File: config.mk
export PLATFORM = sky130hd
export DESIGN_NAME = maze_loader_mem_flat
export DESIGN_NICKNAME = d
export VERILOG_FILES = /design/src/rtl/maze_pkg.sv /design/src/rtl/maze_loader_mem_if.sv /design/src/rtl/maze_ram.sv /design/src/rtl/maze_loader_mem.sv /design/src/flat_wrapper.sv
export SDC_FILE = /design/constraint.sdc
export NUM_CORES = 1
export LEC_CHECK = 0
export ABC_AREA = 1
export ABC_CLOCK_PERIOD_IN_PS = 4150
export CELL_PAD_IN_SITES_DETAIL_PLACEMENT = 2
export CELL_PAD_IN_SITES_GLOBAL_PLACEMENT = 2
export CORE_MARGIN = 2
export CORE_UTILIZATION = 43
export DETAILED_ROUTE_END_ITERATION = 10
export PLACE_DENSITY = 0.88
export SLEW_MARGIN = 20
export SYNTH_ARGS = -nofsm -noshare
export SYNTH_HDL_FRONTEND = slang
export SYNTH_SLANG_ARGS = --single-unit
File: constraint.sdc
create_clock -name CLK -period 4.15 [get_ports CLK]
set_clock_uncertainty 0.15 [all_clocks]
set_input_delay 0.83 -clock CLK [delete_from_list [all_inputs] [get_ports CLK]]
set_output_delay 0.83 -clock CLK [all_outputs]
set_load 0.02 [all_outputs]
File: src/rtl/maze_pkg.sv
// Shared geometry and state encoding for the maze loader and its cell RAM.
package maze_pkg;
  localparam int DIM           = 16;
  localparam int CW            = 4;
  localparam int BYTES_PER_ROW = DIM / 8;
  localparam int TOTAL_BYTES   = DIM * DIM / 8;
  localparam int CNT_W         = $clog2(TOTAL_BYTES);
  localparam int SEG_W         = $clog2(BYTES_PER_ROW);

  typedef logic [CW-1:0] coord_t;

  typedef enum logic [2:0] {
    IDLE  = 3'd0,
    LOAD  = 3'd1,
    CHECK = 3'd2,
    START = 3'd3,
    SERVE = 3'd4
  } ldr_state_t;
endpackage

File: src/rtl/maze_loader_mem_if.sv
// Byte-stream load channel plus the rat's cell-level read/write port.
interface maze_loader_mem_if;
  import maze_pkg::*;

  logic [7:0] InData;
  logic       InValid;
  logic       InReady;
  coord_t     RatX;
  coord_t     RatY;
  logic       RatRD;
  logic       RatWR;
  logic       RatDin;
  logic       RatDout;

  modport master (
    output InData, InValid, RatX, RatY, RatRD, RatWR, RatDin,
    input  InReady, RatDout
  );

  modport slave (
    input  InData, InValid, RatX, RatY, RatRD, RatWR, RatDin,
    output InReady, RatDout
  );
endinterface

File: src/rtl/maze_ram.sv
// DIM x DIM one-bit maze store: byte-segment loader writes, single-cell rat writes,
// asynchronous cell read plus fixed taps on the entry and exit cells.
module maze_ram
  import maze_pkg::*;
(
  input  logic             clk,
  input  logic             seg_we,
  input  coord_t           seg_row,
  input  logic [SEG_W-1:0] seg_idx,
  input  logic [7:0]       seg_data,
  input  logic             cell_we,
  input  coord_t           wr_x,
  input  coord_t           wr_y,
  input  logic             cell_din,
  input  coord_t           rd_x,
  input  coord_t           rd_y,
  output logic             rd_bit,
  output logic             entry_bit,
  output logic             exit_bit
);
  logic [DIM-1:0] mem_q [DIM];

  // Loader wins; the FSM never enables both paths in the same cycle anyway.
  always_ff @(posedge clk) begin
    if (seg_we) begin
      mem_q[seg_row][{seg_idx, 3'b000} +: 8] <= seg_data;
    end else if (cell_we) begin
      mem_q[wr_y][wr_x] <= cell_din;
    end
  end

  assign rd_bit    = mem_q[rd_y][rd_x];
  assign entry_bit = mem_q[0][0];
  assign exit_bit  = mem_q[DIM-1][DIM-1];
endmodule

File: src/rtl/maze_loader_mem.sv
// Loads a maze image byte by byte, validates entry/exit cells, strobes the rat,
// then serves the rat's cell read/write port.
module maze_loader_mem
  import maze_pkg::*;
(
  input  logic              CLK,
  input  logic              RST,
  input  logic              LoadReq,
  output logic              LoadDone,
  output logic              LoadErr,
  output logic              StartOut,
  maze_loader_mem_if.slave  bus
);
  localparam logic [CNT_W-1:0] LAST_BYTE = CNT_W'(TOTAL_BYTES - 1);

  ldr_state_t       state_q, state_d;
  logic [CNT_W-1:0] cnt_q, cnt_d;
  logic             err_q, err_d;

  logic xfer;
  logic serve;
  logic rd_bit, entry_bit, exit_bit;

  assign xfer  = (state_q == LOAD) && bus.InValid;
  assign serve = (state_q == SERVE);

  always_comb begin
    state_d = state_q;
    cnt_d   = cnt_q;
    err_d   = err_q;
    unique case (state_q)
      IDLE: begin
        if (LoadReq) begin
          state_d = LOAD;
          cnt_d   = '0;
          err_d   = 1'b0;
        end
      end
      LOAD: begin
        if (xfer) begin
          cnt_d = cnt_q + 1'b1;
          if (cnt_q == LAST_BYTE) state_d = CHECK;
        end
      end
      CHECK: begin
        if (entry_bit || exit_bit) begin
          err_d   = 1'b1;
          state_d = IDLE;
        end else begin
          state_d = START;
        end
      end
      START: state_d = SERVE;
      SERVE: begin
        if (LoadReq) begin
          state_d = LOAD;
          cnt_d   = '0;
        end
      end
      default: state_d = IDLE;
    endcase
  end

  always_ff @(posedge CLK) begin
    if (!RST) begin
      state_q <= IDLE;
      cnt_q   <= '0;
      err_q   <= 1'b0;
    end else begin
      state_q <= state_d;
      cnt_q   <= cnt_d;
      err_q   <= err_d;
    end
  end

  assign bus.InReady = (state_q == LOAD);
  assign LoadDone    = serve;
  assign LoadErr     = err_q;
  assign StartOut    = (state_q == START);

  // Anything other than an enabled read in SERVE looks like a wall to the rat.
  assign bus.RatDout = (serve && bus.RatRD) ? rd_bit : 1'b1;

  maze_ram u_ram (
    .clk       (CLK),
    .seg_we    (xfer),
    .seg_row   (cnt_q[CNT_W-1:SEG_W]),
    .seg_idx   (cnt_q[SEG_W-1:0]),
    .seg_data  (bus.InData),
    .cell_we   (serve && bus.RatWR),
    .wr_x      (bus.RatX),
    .wr_y      (bus.RatY),
    .cell_din  (bus.RatDin),
    .rd_x      (bus.RatX),
    .rd_y      (bus.RatY),
    .rd_bit    (rd_bit),
    .entry_bit (entry_bit),
    .exit_bit  (exit_bit)
  );
endmodule

File: src/flat_wrapper.sv
// flat-port wrapper written by rule: the top's interface ports become plain ports
module maze_loader_mem_flat import maze_pkg::*;
  (CLK, RST, LoadReq, LoadDone, LoadErr, StartOut, bus_InData, bus_InValid, bus_RatX, bus_RatY, bus_RatRD, bus_RatWR, bus_RatDin, bus_InReady, bus_RatDout);
  maze_loader_mem_if bus_i ();
  input  logic CLK;
  input  logic RST;
  input  logic LoadReq;
  output logic LoadDone;
  output logic LoadErr;
  output logic StartOut;
  input wire logic [$bits(bus_i.InData)-1:0] bus_InData;
  input wire logic [$bits(bus_i.InValid)-1:0] bus_InValid;
  input wire logic [$bits(bus_i.RatX)-1:0] bus_RatX;
  input wire logic [$bits(bus_i.RatY)-1:0] bus_RatY;
  input wire logic [$bits(bus_i.RatRD)-1:0] bus_RatRD;
  input wire logic [$bits(bus_i.RatWR)-1:0] bus_RatWR;
  input wire logic [$bits(bus_i.RatDin)-1:0] bus_RatDin;
  output wire logic [$bits(bus_i.InReady)-1:0] bus_InReady;
  output wire logic [$bits(bus_i.RatDout)-1:0] bus_RatDout;
  assign bus_i.InData = bus_InData;
  assign bus_i.InValid = bus_InValid;
  assign bus_i.RatX = bus_RatX;
  assign bus_i.RatY = bus_RatY;
  assign bus_i.RatRD = bus_RatRD;
  assign bus_i.RatWR = bus_RatWR;
  assign bus_i.RatDin = bus_RatDin;
  assign bus_InReady = bus_i.InReady;
  assign bus_RatDout = bus_i.RatDout;
  maze_loader_mem u_core (.CLK(CLK), .RST(RST), .LoadReq(LoadReq), .LoadDone(LoadDone), .LoadErr(LoadErr), .StartOut(StartOut), .bus(bus_i));
endmodule
==> summary.md <==
| Metric | Value |
|---|---|
| Drt wl/cell | `26.82 microns` |
| Diodes inserted | `0` |
| Final period utilization | `0.9838` |
| Placed instance area | `0.01363 sq mm` |
| Layout Nets | `1452` |
| Run status | `complete, no violations` |
| Largest net degree at the start of global routing | `58` |
| Async set or reset register ratio after synthesis | `0` |
| Int Pwr | `0.004749 W` |
| Core region area | `0.02940 sq mm` |
| Syn_nets | `1432` |
| CP arrival | `3100 ps` |
| # hold bufs at CTS | `0` |
| Crit end category | `primary output` |
| Clk_lat worst skew | `560 ps` |
| Clock Path Buffers | `3` |
| Wire length reported by the detailed router | `49350 microns` |
| Final Setup Violations | `0` |
| Antenna viol nets, final | `0` |
| Sequential area share after synthesis | `0.6166` |
| Slew margin rel. | `0.4242` |
| Clock H-tree levels | `1` |
| Initial antenna violation count | `0` |
| Ports | `28` |
| Worst-Margin Slew | `863.7 ps` |
| Total GRT Usage | `0.3227` |
| LEAKAGE | `5.461 nW` |
| Die area | `0.03107 sq mm` |
| Worst-path maximum fanout | `57` |
| First-pass GRT wire length | `74130 microns` |
| R2r setup slk | `1100 ps` |
| CTS Sinks | `265` |
| RSZ-0062 raised after global routing | `no` |
| Finished Core Util | `0.4979` |
| Worst reg-to-reg path cell count | `4` |
| Worst setup margin | `67.38 ps` |
| Vias in the first global route | `11.76k` |
| Post-Syn Instances | `1407` |
| Net Switching | `0.001529 W` |
| Hpwl dp | `28470 microns` |
| Fillers | `3095` |
| Routability congestion estimate | `0.8187` |
| Max Clk Rate | `244.9 MHz` |
| Fin. Hold Viols | `0` |
| Post-CTS sizing | `1` |
| Hold crit path type | `reg -> reg` |
| Initial core utilization | `0.4340` |
| Port buffer count | `27` |
| Critical path type | `in -> out` |
| Area grow syn2layout | `14.73%` |
| DRC violations left | `0` |
| Synthesized area per cell | `9.069 sq um` |
| DRT iter0 DRCs | `829` |
| Slew Viols, Final | `0` |
| CTS buffer count | `30` |
| Clock share of power | `0.443` |
| Combinational share of power | `0.085` |
| CP Launch Type | `input pin` |
| Routed vias/inst | `5.781` |
| Warnings, synthesis | `0` |
| Root Buffer | `clkbuf_16` |
| Post-CTS Setup Repair Bufs | `0` |
| Flop pwr share | `0.472` |
| CTS tree | `built` |
| Sw Share | `0.2436` |
| Max_cap viols | `0` |
| CP endpoint | `bus_RatDout` |
| Seq cells post-synth | `265` |
| Mapped Area | `0.01276 sq mm` |
| Post-route cell area | `0.01464 sq mm` |
| Worst vdd ir | `0.0004193 V` |
| FF-to-FF End | `u_core.u_ram.mem_q[1][10]` |
| DR pass1 iterations | `5` |
| Final min period | `4083 ps` |
| Num rows | `63` |
| Primary FF master, synth | `edfxtp_1` |
| Grt ovf | `0` |
| Via Count | `10.64k` |
| Place WS | `-23.13 ps` |
| Die Y | `176.3 microns` |
| Die Wd | `176.3 microns` |
| Synth cell types | `31` |
| Clock-pin slew on the worst setup and hold paths | `60 ps` |
| CP startpoint | `bus_RatY[0]` |
| Worst EP required | `3170 ps` |
| Share of layout cells above drive strength 1 | `0.1028` |
| Number of synthesized flops with an enable pin | `256` |
| RR Startpoint | `u_core.cnt_q[0]` |
| PD cells | `428.8 mW/mm^2` |
-- worst min-delay path by stage --
stage | from | end | slack [ps] | cells after the start
2_1_floorplan | u_core.cnt_q[4] | u_core.cnt_q[4] | 310 | 2
3_3_place_gp | u_core.LoadErr | u_core.LoadErr | 310 | 2
3_5_place_dp | u_core.LoadErr | u_core.LoadErr | 310 | 2
4_1_cts | u_core.LoadErr | u_core.LoadErr | 330 | 2
5_1_grt | u_core.LoadErr | u_core.LoadErr | 350 | 2
6_report | u_core.LoadErr | u_core.LoadErr | 320 | 2
-- critical path, stage by stage --
cell           delay, ps
buf_4                170
clkinv_2             150
buf_12               220
o21ai_0              330
nand3_1              170
nand3_1              130
nand2_1               80
nand2_1               70
nand2_1               60
nor2_1               150
nor2_1                70
nor2_1                90
nand3_1              160
dlygate4sd2_1        370
-- sequential cells by signal (all words and copies together) (netlist names) --
signal,flops
u_core.LoadErr,1
u_core.state_q,3
u_core.cnt_q,5
u_core.u_ram.mem_q,256
-- cell families after synthesis --
| logic type | Yosys count | synth area share |
|---|---|---|
| adder cells (fa/ha/maj) | 2 | 0.001961 |
| AO/OA/AOI/OAI | 116 | 0.05501 |
| buffers and inverters | 192 | 0.06099 |
| flip-flops | 265 | 0.6166 |
| AND/OR/NAND/NOR | 832 | 0.2654 |
-- cell type report --
type,instances,area (sq um),share of cell area
Sequential cell,265,7868,0.5374
Multi-Input combinational cell,950,4128,0.2820
Clock buffer,40,869.6,0.05940
Timing Repair Buffer,76,749.5,0.05120
Tap cell,390,488.0,0.03333
Inverter,104,391.6,0.02675
Clock inverter,15,145.1,0.009915
-- synth_stat cells, drive strengths merged, types with 9 or more instances --
library cell | count | share of area
o31ai | 16 | 0.0094
nand3 | 119 | 0.047
o21ai | 64 | 0.026
nor2 | 386 | 0.12
edfxtp | 256 | 0.60
o211ai | 13 | 0.0076
buf | 57 | 0.021
a21oi | 18 | 0.0091
clkbuf | 31 | 0.0091
dfxtp | 9 | 0.014
nand2 | 318 | 0.097
inv | 102 | 0.030
-- power groups by stage --
stage | logic [W] | clock network (W) | registers, W
after global placement | 0.000481 | 0 | 0.00302
after CTS | 0.000528 | 0.00280 | 0.00296
after detailed placement | 0.000510 | 0 | 0.00302
after floorplan | 0.000280 | 0 | 0.00302
final | 0.000534 | 0.00278 | 0.00296
after global routing | 0.000572 | 0.00288 | 0.00296
-- per-stage QoR --
| step | hold slack (ps) | TNS, ps | cells | power, W |
|---|---|---|---|---|
| global route | 352.0 | 0 | 1840 | 0.006411 |
| finish | 317.7 | 0 | 1840 | 0.006278 |
| floorplan | 308.4 | 0 | 1407 | 0.003295 |
| global placement | 305.2 | 0 | 1785 | 0.003498 |
| CTS | 325.5 | 0 | 1840 | 0.006288 |
| detailed placement | 309.8 | -23.13 | 1785 | 0.003529 |
-- cells in the final DEF (no fill, tap or decap), drive strengths merged --
master and n:
a211oi 1, a21oi 18, a31oi 4, buf 52, bufinv 3, clkbuf 40
clkdlybuf4s50 23, clkinv 15, dfxtp 9, dlygate4sd2 1, edfxtp 256, ha 2
inv 101, nand2 318, nand3 119, nand4 1, nor2 386, nor3 5
nor3b 1, o211ai 13, o21ai 64, o31ai 16, or2 2
-- per-layer routing --
| metal | vias to the layer above | part of all wire | global-route usage |
|---|---|---|---|
| li1 | 4644 | - | - |
| met3 | 143 | 0.048 | 0.03208 |
| met2 | 342 | 0.51 | 0.5717 |
| met4 | 0 | 0.048 | 0.1529 |
| met5 | - | 0 | 0 |
| met1 | 5508 | 0.39 | 0.3968 |
Note: power is estimated with default switching activity, not from simulation.
